$ cat config.mk
export PLATFORM = sky130hd
export DESIGN_NAME = keypad_scanner_flat
export DESIGN_NICKNAME = d
export VERILOG_FILES = /design/src/rtl/keypad_scanner_if.sv /design/src/rtl/keypad_scanner.sv /design/src/flat_wrapper.sv
export SDC_FILE = /design/constraint.sdc
export NUM_CORES = 1
export LEC_CHECK = 0
export CAP_MARGIN = 20
export CORE_ASPECT_RATIO = 1.75
export CORE_UTILIZATION = 25
export DETAILED_ROUTE_END_ITERATION = 12
export HOLD_SLACK_MARGIN = 0.05
export PLACE_DENSITY = 0.51
export SLEW_MARGIN = 20
export SYNTH_ARGS = -nofsm -noshare
export SYNTH_HDL_FRONTEND = slang
export SYNTH_SLANG_ARGS = --single-unit
export TNS_END_PERCENT = 30
$ cat constraint.sdc
create_clock -name clk -period 2.97 [get_ports clk]
set_clock_uncertainty 0.15 [all_clocks]
set_input_delay 0.297 -clock clk [delete_from_list [all_inputs] [get_ports clk]]
set_output_delay 0.297 -clock clk [all_outputs]
set_load 0.05 [all_outputs]
$ cat src/rtl/keypad_scanner_if.sv
// Pin- and display-side signals of the 4x4 keypad scanner.
// master = scanner, slave = keypad pins / display logic.
interface keypad_scanner_if;
  logic [3:0] column;
  logic [3:0] row;
  logic [3:0] key_code;
  logic       key_valid;
  logic       key_held;
  logic [4:0] ld;

  modport master (input column, output row, key_code, key_valid, key_held, ld);
  modport slave  (output column, input row, key_code, key_valid, key_held, ld);
endinterface

$ cat src/rtl/keypad_scanner.sv
// Row-scanning 4x4 keypad controller with frame-level debounce.
// Reports accepted presses as row*4+col with a strobe and a held flag.
module keypad_scanner #(
  parameter int SCAN_DIV = 50000,
  parameter int DEBOUNCE = 4
) (
  input  logic              clk,
  input  logic              rst,
  keypad_scanner_if.master  kp
);
  localparam int DW = $clog2(SCAN_DIV);
  localparam int CW = $clog2(DEBOUNCE + 1);

  typedef enum logic [1:0] {IDLE, DEB, PRESSED, REL} state_t;

  logic [3:0]    col_s1, col_s2;
  logic [DW-1:0] div_cnt;
  logic [1:0]    row_idx;
  logic          hit_vld;
  logic [3:0]    hit_code;
  state_t        state, state_n;
  logic [CW-1:0] cnt, cnt_n, cnt_inc;
  logic [3:0]    cand, cand_n;
  logic [3:0]    key_code, key_code_n;
  logic          key_valid, key_held, key_held_n, enter_press;

  logic          dwell_end, frame_end, row_hit, frame_key;
  logic [1:0]    col_idx;
  logic [3:0]    row_code, frame_code;

  assign dwell_end = (div_cnt == DW'(SCAN_DIV - 1));
  assign frame_end = dwell_end && (row_idx == 2'd3);
  assign row_hit   = ~&col_s2;

  // Lowest-index pressed column wins within a row.
  always_comb begin
    col_idx = 2'd0;
    for (int c = 3; c >= 0; c--)
      if (!col_s2[c]) col_idx = 2'(c);
  end

  assign row_code   = {row_idx, col_idx};
  assign frame_key  = hit_vld | row_hit;
  assign frame_code = hit_vld ? hit_code : row_code;

  always_ff @(posedge clk) begin
    if (rst) begin
      col_s1   <= 4'hF;
      col_s2   <= 4'hF;
      div_cnt  <= '0;
      row_idx  <= 2'd0;
      hit_vld  <= 1'b0;
      hit_code <= 4'd0;
    end else begin
      col_s1 <= kp.column;
      col_s2 <= col_s1;
      if (dwell_end) begin
        div_cnt <= '0;
        row_idx <= row_idx + 2'd1;
        // Earlier rows keep priority; the frame result is consumed at row 3.
        if (row_idx == 2'd3)
          hit_vld <= 1'b0;
        else if (row_hit && !hit_vld) begin
          hit_vld  <= 1'b1;
          hit_code <= row_code;
        end
      end else begin
        div_cnt <= div_cnt + DW'(1);
      end
    end
  end

  // State register (outputs are registered alongside the state).
  always_ff @(posedge clk) begin
    if (rst) begin
      state     <= IDLE;
      cnt       <= '0;
      cand      <= 4'd0;
      key_code  <= 4'd0;
      key_valid <= 1'b0;
      key_held  <= 1'b0;
    end else begin
      state     <= state_n;
      cnt       <= cnt_n;
      cand      <= cand_n;
      key_code  <= key_code_n;
      key_valid <= enter_press;
      key_held  <= key_held_n;
    end
  end

  assign cnt_inc = (cnt == CW'(DEBOUNCE)) ? cnt : cnt + CW'(1);

  // Next-state logic, evaluated only at the row-3 sample.
  always_comb begin
    state_n = state;
    cnt_n   = cnt;
    cand_n  = cand;
    if (frame_end) begin
      case (state)
        IDLE: if (frame_key) begin
          cand_n  = frame_code;
          cnt_n   = CW'(1);
          state_n = (DEBOUNCE == 1) ? PRESSED : DEB;
        end
        DEB: if (!frame_key) begin
          state_n = IDLE;
        end else if (frame_code == cand) begin
          cnt_n = cnt_inc;
          if (cnt_inc == CW'(DEBOUNCE)) state_n = PRESSED;
        end else begin
          cand_n = frame_code;
          cnt_n  = CW'(1);
        end
        PRESSED: if (!frame_key) begin
          cnt_n   = CW'(1);
          state_n = (DEBOUNCE == 1) ? IDLE : REL;
        end
        REL: if (frame_key) begin
          state_n = PRESSED;
        end else begin
          cnt_n = cnt_inc;
          if (cnt_inc == CW'(DEBOUNCE)) state_n = IDLE;
        end
        default: state_n = IDLE;
      endcase
    end
  end

  // Output logic: strobe only on entry to PRESSED from the pre-acceptance states.
  always_comb begin
    enter_press = (state == IDLE || state == DEB) && (state_n == PRESSED);
    key_held_n  = (state_n == PRESSED) || (state_n == REL);
    key_code_n  = enter_press ? cand_n : key_code;
  end

  assign kp.row       = ~(4'b0001 << row_idx);
  assign kp.key_code  = key_code;
  assign kp.key_valid = key_valid;
  assign kp.key_held  = key_held;
  assign kp.ld        = {key_held, key_code};
endmodule

$ cat src/flat_wrapper.sv
// flat-port wrapper written by rule: the top's interface ports become plain ports
module keypad_scanner_flat 
#(
  parameter int SCAN_DIV = 50000,
  parameter int DEBOUNCE = 4
)
  (clk, rst, kp_column, kp_row, kp_key_code, kp_key_valid, kp_key_held, kp_ld);
  keypad_scanner_if kp_i ();
  input  logic clk;
  input  logic rst;
  input wire logic [$bits(kp_i.column)-1:0] kp_column;
  output wire logic [$bits(kp_i.row)-1:0] kp_row;
  output wire logic [$bits(kp_i.key_code)-1:0] kp_key_code;
  output wire logic [$bits(kp_i.key_valid)-1:0] kp_key_valid;
  output wire logic [$bits(kp_i.key_held)-1:0] kp_key_held;
  output wire logic [$bits(kp_i.ld)-1:0] kp_ld;
  assign kp_i.column = kp_column;
  assign kp_row = kp_i.row;
  assign kp_key_code = kp_i.key_code;
  assign kp_key_valid = kp_i.key_valid;
  assign kp_key_held = kp_i.key_held;
  assign kp_ld = kp_i.ld;
  keypad_scanner #(.SCAN_DIV(SCAN_DIV), .DEBOUNCE(DEBOUNCE)) u_core (.clk(clk), .rst(rst), .kp(kp_i));
endmodule
==> flow_summary.yaml <==
run_status:
  status: "finished, final reports clean"
pwr:
  pwr-share-clk_pct: 47.1
  ir_drop_mv: 0.215
  p_int_uw: 1030
  power_density_mw_per_mm2: 474
  combPwrFrac_pct: 3.8
  finalPower_uw: 1280
  leakagePower_uw: 0.00105
  swShare_pct: 20.0
  p_sw_uw: 257
  power_frac_seq_pct: 49.1
global_route:
  grt_pass1_wl_mm: 7.27
  grt_max_degree: 23
  grt.total_usage_pct: 10.1
  grt_pass1_vias: 1570
  antenna_found_initial: 0
  grt-ovfl-total: 0
placement:
  place_congestion: 0.756
  dpl_cell_area_sq_mm: 0.00247
  io_buffer_count: 20
  hpwl_mm: 3.24
timing:
  relSlewSlack_pct: 61.7
  tns_ps: 0
  worst_slew_pin_slew_ps: 569
  holdWs_ps: 262
  grt_setup_unrepaired: "yes"
  slew_violations: 0
  period_needed_ps: 2890
  period_share_pct: 97.4
  fmax_mhz: 346
  finalSetupViolations: 0
  hold_viol_final: 0
drt:
  postRouteAntennaNets: 0
  postRouteWirelength_mm: 4.34
  vias_per_cell: 4.36
  num_vias: 1644
  drcViolationCount: 0
  drtIter0Drc: 54
  wire_per_inst_um: 11.5
  drtPass1Iterations: 4
layout:
  fin_area_sq_mm: 0.00271
  n_antenna_cell: 0
  area_delta_synth_final_pct: 24.6
  regArea_sq_um: 926
  nets: 274
  drive_gt1_share_pct: 14.5
  postLayoutCoreUtil_pct: 32.4
  fill_cells: 920
  multi_input_area_sq_mm: 0.00117
yosys:
  synthFlopType: "dfxtp_1"
  synth_top_cell_by_area: "dfxtp_1"
  ys_types: 45
  syn_inst: 240
  seq_area_frac_synth_pct: 42.3
  synth_edf_count: 0
  yosys_warnings: 0
  synth_nets: 253
  synth-seq-cells: 46
  yosys.area.top_type_share_pct: 42.3
  syn_area_sq_mm: 0.00218
  syn_avg_cell_area_sq_um: 9.07
  synth.top_cells.by_area: "dfxtp_1 42%, xor2_1 5.2%, nor2_1 5.0%, mux2i_1 4.1%, ha_1 4.0%"
  ys_async_sr_fraction_pct: 0
cts:
  cts_sinks: 46
  root_buffer: "clkbuf_16"
  clkSlewWorstSetupHoldPaths_ps: 60
  cts_buffers: 5
  clockBufferDepth: 2
  cts-htree-levels: 2
  cts_tree: "yes"
  insertion_delay_ps: 280
die:
  initial_utilization_pct: 26.0
  core_sq_mm: 0.00837
  die_w_um: 72.5
  placementRows: 44
  dieArea_sq_mm: 0.00909
  num_io_pins: 21
  die_y_um: 125
setup_path:
  criticalPathCategory: "flip-flop to flip-flop"
  startpoint_type: "flip-flop"
  end_kind: "flip-flop"
  arrival_ps: 2910
  critPathMaxFanout: 6
  critPathRequiredTime_ps: 2990
hold_path:
  hold_class: "flip-flop to flip-flop"
job:
  maxCapViolCount: 0
[sequential cells by signal, indices dropped and copies added, names as in the netlist]
signal / flops
u_core.kp.key_code: 4
u_core.div_cnt: 16
u_core.kp.key_valid: 1
u_core.col_s2: 4
u_core.col_s1: 4
u_core.kp.key_held: 1
u_core.state: 2
u_core.cnt: 3
u_core.hit_vld: 1
u_core.hit_code: 4
u_core.cand: 4
u_core.row_idx: 2
[kinds of logic (layout without fill, tap and decap cells)]
group | count (synthesis) | after routing | synth area share [%]
AND/OR/NAND/NOR | 102 | 102 | 25.6
flip-flops | 46 | 46 | 42.3
AO/OA/AOI/OAI | 27 | 27 | 7.99
buffers and inverters | 27 | 49 | 5.87
XOR/XNOR | 18 | 18 | 7.25
multiplexers | 13 | 13 | 6.90
adder cells (fa/ha/maj) | 7 | 7 | 4.03
[synthesized netlist by cell type (2+ instances only)]
library cell	number
dfxtp_1	46
nor2_1	29
nand2_1	14
inv_1	13
xor2_1	13
a21oi_1	10
mux2i_1	9
nand3_1	9
or2_2	8
clkbuf_1	7
ha_1	7
nand4_1	7
buf_4	5
xnor2_1	5
and3_1	4
mux2_4	4
nor2b_1	4
nor3_1	4
o21ai_0	4
and2_1	3
nand2b_1	3
or2_1	3
a31oi_1	2
and4_1	2
nand3b_1	2
o21a_1	2
o31ai_1	2
or3_1	2
[critical path, stage by stage (launching register included)]
cell and delay [ps]:
dfxtp_4 390, inv_4 50, ha_4 150, or3b_4 380, a311oi_4 310, nand3_1 110, or3_4 390, or4_4 550
mux2_4 310
[power by group through the flow]
stage               clock network, uW  registers (uW)  logic [uW]
detailed placement                  0             645        48.9
finish                            605             630        48.4
CTS                               624             631        49.2
global placement                    0             644        49.5
global route                      649             630        54.6
floorplan                           0             643        33.1
[cell type report]
| cell class | instances | share of cell area (%) |
|---|---|---|
| multi-input cells | 167 | 43.0 |
| inverters | 14 | 2.03 |
| well taps | 115 | 5.31 |
| repair buffers | 27 | 9.33 |
| clock buffers | 8 | 6.14 |
| flip-flops and latches | 46 | 34.2 |
[cells in the final DEF (no fill, tap or decap), types with 3 or more instances in the layout]
cell type / Yosys / layout
inv_1: 13 / 11
xnor2_1: 5 / 5
nor2b_1: 4 / 4
nand2_1: 14 / 14
clkbuf_8: 0 / 3
a21oi_1: 10 / 10
nor3_1: 4 / 4
and2_1: 3 / 3
nor2_1: 29 / 29
mux2i_1: 9 / 9
o21ai_0: 4 / 4
buf_4: 5 / 7
nand3_1: 9 / 9
mux2_4: 4 / 4
xor2_1: 13 / 13
and3_1: 4 / 4
ha_1: 7 / 5
or2_1: 3 / 3
clkdlybuf4s50_1: 0 / 20
dfxtp_1: 46 / 44
nand4_1: 7 / 7
nand2b_1: 3 / 3
clkbuf_16: 0 / 5
or2_2: 8 / 8
[final timing paths]
check                                 startpoint               endpoint  slack (ps)  depth (start not counted)
worst max-delay path               u_core.cnt[0]  u_core.kp.key_code[2]          80                          8
worst min-delay path            u_core.col_s1[3]       u_core.col_s2[3]         260                          1
worst max register to register     u_core.cnt[0]  u_core.kp.key_code[2]          80                          8
worst min register to register  u_core.col_s1[3]       u_core.col_s2[3]         260                          1
[per-stage QoR]
stage | setup WS [ps] | std cells
after floorplan | 94.7 | 240
final | 78.2 | 377
after detailed placement | 1.99 | 366
after global routing | -16.9 | 377
after CTS | 55.4 | 375
after global placement | 71.0 | 366
[what timing repair did]
action                                  CTS  global route
hold buffers                              0             0
setup buffers                             1             2
endpoints found under the hold margin     0             0
endpoints found under the setup margin    4             4
gates resized for setup                   1            11
pin swaps                                 1             6
[per-layer routing]
layer  routed length [um]  track usage [%]  vias to the layer above  share of wire [%]
met1                 1730             10.3                      760                 40
met2                 2390             19.2                       26                 55
li1                     -                -                      849                  -
met5                    0                0                        -                  0
met3                  129             2.18                        9                3.0
met4                   93             4.15                        0                2.1
Note: power is estimated with default switching activity, not from simulation.
